==> config.mk <==
export PLATFORM = sky130hd
export DESIGN_NAME = ex_mem_pipe
export DESIGN_NICKNAME = d
export VERILOG_FILES = /design/src/rtl/ex_mem_pipe_pkg.sv /design/src/rtl/ex_mem_pipe_stage_ctl.sv /design/src/rtl/ex_mem_pipe.sv
export SDC_FILE = /design/constraint.sdc
export NUM_CORES = 1
export LEC_CHECK = 0
export CAP_MARGIN = 30
export CORE_ASPECT_RATIO = 0.75
export CORE_MARGIN = 3
export CORE_UTILIZATION = 35
export DETAILED_ROUTE_END_ITERATION = 16
export HOLD_SLACK_MARGIN = 0.06
export PLACE_DENSITY = 0.69
export SYNTH_ARGS = -nofsm -noshare
export SYNTH_HDL_FRONTEND = slang
export SYNTH_SLANG_ARGS = --single-unit
==> constraint.sdc <==
create_clock -name clk -period 0.8 [get_ports clk]
set_input_delay 0.08 -clock clk [delete_from_list [all_inputs] [get_ports clk]]
set_output_delay 0.08 -clock clk [all_outputs]
set_load 0.005 [all_outputs]
==> src/rtl/ex_mem_pipe_pkg.sv <==
// ex_mem_pipe_pkg: shared types and constants for the EX/MEM pipeline register.
//   stage_act_e  : per-edge action code produced by stage_ctl.
//   ZEROWORD, NOPREGADDR, WRITEDISABLE, ALUOP_WIDTH : common pipeline constants.
package ex_mem_pipe_pkg;

   localparam int   ALUOP_WIDTH  = 8;
   localparam int   ZEROWORD     = 0;
   localparam int   NOPREGADDR   = 0;
   localparam logic WRITEDISABLE = 1'b0;

   typedef enum logic [1:0] {
      ACT_ADVANCE = 2'd0,
      ACT_HOLD    = 2'd1,
      ACT_BUBBLE  = 2'd2,
      ACT_FLUSH   = 2'd3
   } stage_act_e;

endpackage

==> src/rtl/ex_mem_pipe_stage_ctl.sv <==
// stage_ctl: combinational decode of pipeline control into one action code.
//   flush, stall_ex, stall_mem : inputs
//   act                        : ACT_FLUSH > ACT_BUBBLE > ACT_HOLD > ACT_ADVANCE
module stage_ctl
   import ex_mem_pipe_pkg::*;
(
   input  logic       flush,
   input  logic       stall_ex,
   input  logic       stall_mem,
   output stage_act_e act
);

   always_comb begin
      act = ACT_ADVANCE;
      if (flush)                      act = ACT_FLUSH;
      else if (stall_ex && !stall_mem) act = ACT_BUBBLE;
      else if (stall_mem)             act = ACT_HOLD;
   end

endmodule

==> src/rtl/ex_mem_pipe.sv <==
// ex_mem_pipe: EX -> MEM pipeline register with flush / bubble / hold control.
//   clk, rst (async, active-low), stall_ex, stall_mem, flush : control
//   ex_*        : EX-stage instruction fields (valid, GPR wb, HI/LO wb, mem op)
//   ex_hilo_temp, ex_cnt : MADD/MSUB partial result and step counter
//   mem_*       : registered copies of the ex_* fields
//   hilo_temp_o, cnt_o   : accumulator state fed back to EX while EX is stalled
module ex_mem_pipe
   import ex_mem_pipe_pkg::*;
#(
   parameter int DATA_W    = 32,
   parameter int REGADDR_W = 5,
   parameter int ALUOP_W   = ALUOP_WIDTH,
   parameter int CNT_W     = 2
) (
   input  logic                 clk,
   input  logic                 rst,
   input  logic                 stall_ex,
   input  logic                 stall_mem,
   input  logic                 flush,
   input  logic                 ex_valid,
   input  logic [REGADDR_W-1:0] ex_wd,
   input  logic                 ex_wreg,
   input  logic [DATA_W-1:0]    ex_wdata,
   input  logic [DATA_W-1:0]    ex_hi,
   input  logic [DATA_W-1:0]    ex_lo,
   input  logic                 ex_whilo,
   input  logic [ALUOP_W-1:0]   ex_aluop,
   input  logic [DATA_W-1:0]    ex_mem_addr,
   input  logic [DATA_W-1:0]    ex_reg2,
   input  logic [2*DATA_W-1:0]  ex_hilo_temp,
   input  logic [CNT_W-1:0]     ex_cnt,
   output logic                 mem_valid,
   output logic [REGADDR_W-1:0] mem_wd,
   output logic                 mem_wreg,
   output logic [DATA_W-1:0]    mem_wdata,
   output logic [DATA_W-1:0]    mem_hi,
   output logic [DATA_W-1:0]    mem_lo,
   output logic                 mem_whilo,
   output logic [ALUOP_W-1:0]   mem_aluop,
   output logic [DATA_W-1:0]    mem_mem_addr,
   output logic [DATA_W-1:0]    mem_reg2,
   output logic [2*DATA_W-1:0]  hilo_temp_o,
   output logic [CNT_W-1:0]     cnt_o
);

   localparam logic [DATA_W-1:0]    ZW = DATA_W'(ZEROWORD);
   localparam logic [REGADDR_W-1:0] NOP_WD = REGADDR_W'(NOPREGADDR);

   stage_act_e act;

   stage_ctl u_ctl (
      .flush     (flush),
      .stall_ex  (stall_ex),
      .stall_mem (stall_mem),
      .act       (act)
   );

   logic                 valid_d,     valid_q;
   logic [REGADDR_W-1:0] wd_d,        wd_q;
   logic                 wreg_d,      wreg_q;
   logic [DATA_W-1:0]    wdata_d,     wdata_q;
   logic [DATA_W-1:0]    hi_d,        hi_q;
   logic [DATA_W-1:0]    lo_d,        lo_q;
   logic                 whilo_d,     whilo_q;
   logic [ALUOP_W-1:0]   aluop_d,     aluop_q;
   logic [DATA_W-1:0]    mem_addr_d,  mem_addr_q;
   logic [DATA_W-1:0]    reg2_d,      reg2_q;
   logic [2*DATA_W-1:0]  hilo_temp_d, hilo_temp_q;
   logic [CNT_W-1:0]     cnt_d,       cnt_q;

   always_comb begin
      // default: HOLD
      valid_d     = valid_q;
      wd_d        = wd_q;
      wreg_d      = wreg_q;
      wdata_d     = wdata_q;
      hi_d        = hi_q;
      lo_d        = lo_q;
      whilo_d     = whilo_q;
      aluop_d     = aluop_q;
      mem_addr_d  = mem_addr_q;
      reg2_d      = reg2_q;
      hilo_temp_d = hilo_temp_q;
      cnt_d       = cnt_q;
      case (act)
         ACT_FLUSH, ACT_BUBBLE: begin
            valid_d     = 1'b0;
            wd_d        = NOP_WD;
            wreg_d      = WRITEDISABLE;
            wdata_d     = ZW;
            hi_d        = ZW;
            lo_d        = ZW;
            whilo_d     = WRITEDISABLE;
            aluop_d     = '0;
            mem_addr_d  = ZW;
            reg2_d      = ZW;
            hilo_temp_d = '0;
            cnt_d       = '0;
            // A bubble keeps the MADD/MSUB accumulator cycling back to EX.
            if (act == ACT_BUBBLE) begin
               hilo_temp_d = ex_hilo_temp;
               cnt_d       = ex_cnt;
            end
         end
         ACT_ADVANCE: begin
            valid_d     = ex_valid;
            wd_d        = ex_wd;
            wreg_d      = ex_wreg & ex_valid;
            wdata_d     = ex_wdata;
            hi_d        = ex_hi;
            lo_d        = ex_lo;
            whilo_d     = ex_whilo & ex_valid;
            aluop_d     = ex_aluop;
            mem_addr_d  = ex_mem_addr;
            reg2_d      = ex_reg2;
            // Instruction left EX: the accumulator must not leak forward.
            hilo_temp_d = '0;
            cnt_d       = '0;
         end
         default: ;
      endcase
   end

   always_ff @(posedge clk or negedge rst) begin
      if (!rst) begin
         valid_q     <= 1'b0;
         wd_q        <= NOP_WD;
         wreg_q      <= WRITEDISABLE;
         wdata_q     <= ZW;
         hi_q        <= ZW;
         lo_q        <= ZW;
         whilo_q     <= WRITEDISABLE;
         aluop_q     <= '0;
         mem_addr_q  <= ZW;
         reg2_q      <= ZW;
         hilo_temp_q <= '0;
         cnt_q       <= '0;
      end else begin
         valid_q     <= valid_d;
         wd_q        <= wd_d;
         wreg_q      <= wreg_d;
         wdata_q     <= wdata_d;
         hi_q        <= hi_d;
         lo_q        <= lo_d;
         whilo_q     <= whilo_d;
         aluop_q     <= aluop_d;
         mem_addr_q  <= mem_addr_d;
         reg2_q      <= reg2_d;
         hilo_temp_q <= hilo_temp_d;
         cnt_q       <= cnt_d;
      end
   end

   assign mem_valid    = valid_q;
   assign mem_wd       = wd_q;
   assign mem_wreg     = wreg_q;
   assign mem_wdata    = wdata_q;
   assign mem_hi       = hi_q;
   assign mem_lo       = lo_q;
   assign mem_whilo    = whilo_q;
   assign mem_aluop    = aluop_q;
   assign mem_mem_addr = mem_addr_q;
   assign mem_reg2     = reg2_q;
   assign hilo_temp_o  = hilo_temp_q;
   assign cnt_o        = cnt_q;

endmodule

==> run summary <==
Die X - 209 microns
Residual DRC - 0
Ant. Diodes - 0
Req. time, crit path - 720 ps
grt total ovfl - 0
clock share of power - 42.5%
critical path cell sequence - buf_2
final hold vios - 5
slowest library cell on the worst path - dfrtp_1
total number of vias - 10271
post-route cell area - 0.0174 sq mm
largest net degree at the start of global routing - 66
Pins Over Slew Limit - 0
Synth Register Bits - 242
Clk Latency, worst-skew pair - 530 ps
clk sinks - 242
RSZ-0062 raised after global routing - yes
crit path max fanout - 2
Comb pwr share - 15.1%
layout cell share with drive strength beyond 1 - 29.8%
Final setup viols - 246
maximum clock frequency - 844 MHz
Port-buffer cells - 488
Post-Syn Nets - 1323
Total GRT Usage - 22.2%
Vias per Instance - 4.90
worst hold margin - -115 ps
Avg WL per Cell - 19.7 microns
HPWL Detailed - 28000 microns
status - finished with violations
Starting DRT DRC Count - 702
most frequent cells in the layout - 242 x dfrtp_1, 242 x clkdlybuf4s50_1, 225 x nand2_1, 225 x a21oi_1, 221 x buf_2
maximum buffer depth of the clock tree - 3
CTS tree - built
violated checks - hold timing, setup timing
Fin Clk Skew - 0 ps
max cap viols - 0
# fillers - 2659
DIE HEIGHT - 158 microns
placer congestion estimate - 0.829
initial antenna violation count - 0
Pwr Density - 1750 mW/mm^2
Critical Path End Type - output pin
I/O pin total - 489
static leakage - 8.21 nW
total power - 30.5 mW
Arr. time, crit path - 1100 ps
Setup CP Type - flip-flop to output pin
final wirelength - 41200 microns
Int Pwr - 23.1 mW
die area - 0.0331 sq mm
Post-Route Utilization - 57.5%
post-route ant nets - 0
Initial Utilization - 35.7%
first-pass detailed-route iteration total - 5
H-tree lvl count - 1
Net Sw Frac - 24.3%
PnR worst setup slack - -385 ps
Period minus WS final - 1180 ps
Area Growth Syn to Fin - 60.9%
Mapped Cells - 1076
Final Cycle Share - 148%
core area - 0.0303 sq mm
max_slew headroom - 76.4%
NetSw - 7.43 mW
CP max stage delay - 420 ps
sequential share of the synthesized area - 55.9%
FP Rows - 55
Yosys warning count - 0
worst min path class - input pin to flip-flop
Reg power frac - 42.4%
CP startpoint kind - flip-flop
post-synth cell types - 11
CTS buffer count - 27
CP top delay family - flip-flops
Post-DP Area - 0.0165 sq mm
Crit path buffers/inverters - 1
post-synthesis instance area - 0.0108 sq mm
peak supply drop - 0.864 mV
first-pass GRT wire length - 58500 microns
Syn Area/Cell - 10.1 sq um
vias in the first global route - 9738
dpl ws - -577 ps
Clock Tree Root - clkbuf_16
Layout Nets - 1923
Worst-path clk slew - 60 ps
Worst-Margin Slew - 354 ps
[cells in the mapped netlist]
library cell | instances | area share, %
clkbuf_1 | 43 | 1.5
dfrtp_1 | 242 | 56
nand4bb_1 | 2 | 0.21
a21oi_1 | 242 | 11
clkbuf_2 | 1 | 0.046
buf_12 | 1 | 0.18
nand3b_1 | 66 | 4.6
nand2_1 | 242 | 8.4
buf_6 | 19 | 2.0
buf_2 | 44 | 2.0
or3b_1 | 174 | 14
[path summary, 6_finish.rpt]
| kind | startpoint | end | slack [ps] | cells after the start |
|---|---|---|---|---|
| max in group asynchronous | rst | hilo_temp_o[25] | 220 | 3 |
| setup / recovery | hilo_temp_o[6] | hilo_temp_o[6] | -380 | 1 |
| min in group asynchronous | rst | mem_wdata[20] | 80 | 2 |
| hold reg to reg | hilo_temp_o[54] | hilo_temp_o[54] | 520 | 2 |
| hold / removal | stall_mem | mem_wdata[14] | -110 | 3 |
| setup reg to reg | mem_reg2[0] | mem_reg2[0] | -50 | 4 |
[through the flow]
stage	TNS [ps]	hold WS, ps	cells
2_1_floorplan	-34240	-216	1076
3_3_place_gp	-98650	5.53	1935
3_5_place_dp	-102170	9.18	1935
4_1_cts	-86760	-119	2042
5_1_grt	-90080	-126	2094
6_report	-78950	-115	2094
[metal layers]
| metal | global-route usage, % | up-vias | share of wire [%] |
|---|---|---|---|
| met5 | 0 | - | 0 |
| met4 | 7.14 | 0 | 3.3 |
| met3 | 6.17 | 73 | 7.2 |
| met2 | 37.0 | 352 | 49 |
| met1 | 28.4 | 4952 | 41 |
| li1 | - | 4894 | - |
[power by group through the flow]
stage	registers (mW)	clock network [mW]	logic, mW
final	12.9	13.0	4.61
after detailed placement	13.1	0	4.55
after floorplan	13.2	0	1.49
after global routing	13.0	13.8	4.98
after global placement	13.1	0	4.51
after CTS	12.9	13.3	4.34
[state kept, by name, summed over array words and instances, names as in the netlist, 2 cells and up]
register and flops:
hilo_temp_o 64, mem_hi 32, mem_lo 32, mem_mem_addr 32, mem_reg2 32, mem_wdata 32, mem_aluop 8, mem_wd 5
cnt_o 2
[logic make-up (layout without fill, tap and decap cells)]
family | Yosys count | in the layout | synth area share (%)
AO/OA/AOI/OAI | 242 | 242 | 11.2
buffers and inverters | 108 | 727 | 5.73
flip-flops | 242 | 242 | 55.9
AND/OR/NAND/NOR | 484 | 484 | 27.2
[timing repair]
action	4_1_cts	5_1_grt
buffers inserted	53	55
resized for setup	988	53
endpoints found under the setup margin	243	418
endpoints found under the hold margin	339	21
pin swaps	0	15
hold buffers	6	8
gates cloned	0	5
[area by class of cell]
cell class,count,area [sq um],area share (%)
sequential,242,6060,34.7
timing repair buffer,679,5690,32.6
multi-input combinational,726,4280,24.5
clock buffer,37,783,4.49
tap,399,499,2.86
clock inverter,11,136,0.782
Note: power is estimated with default switching activity, not from simulation.
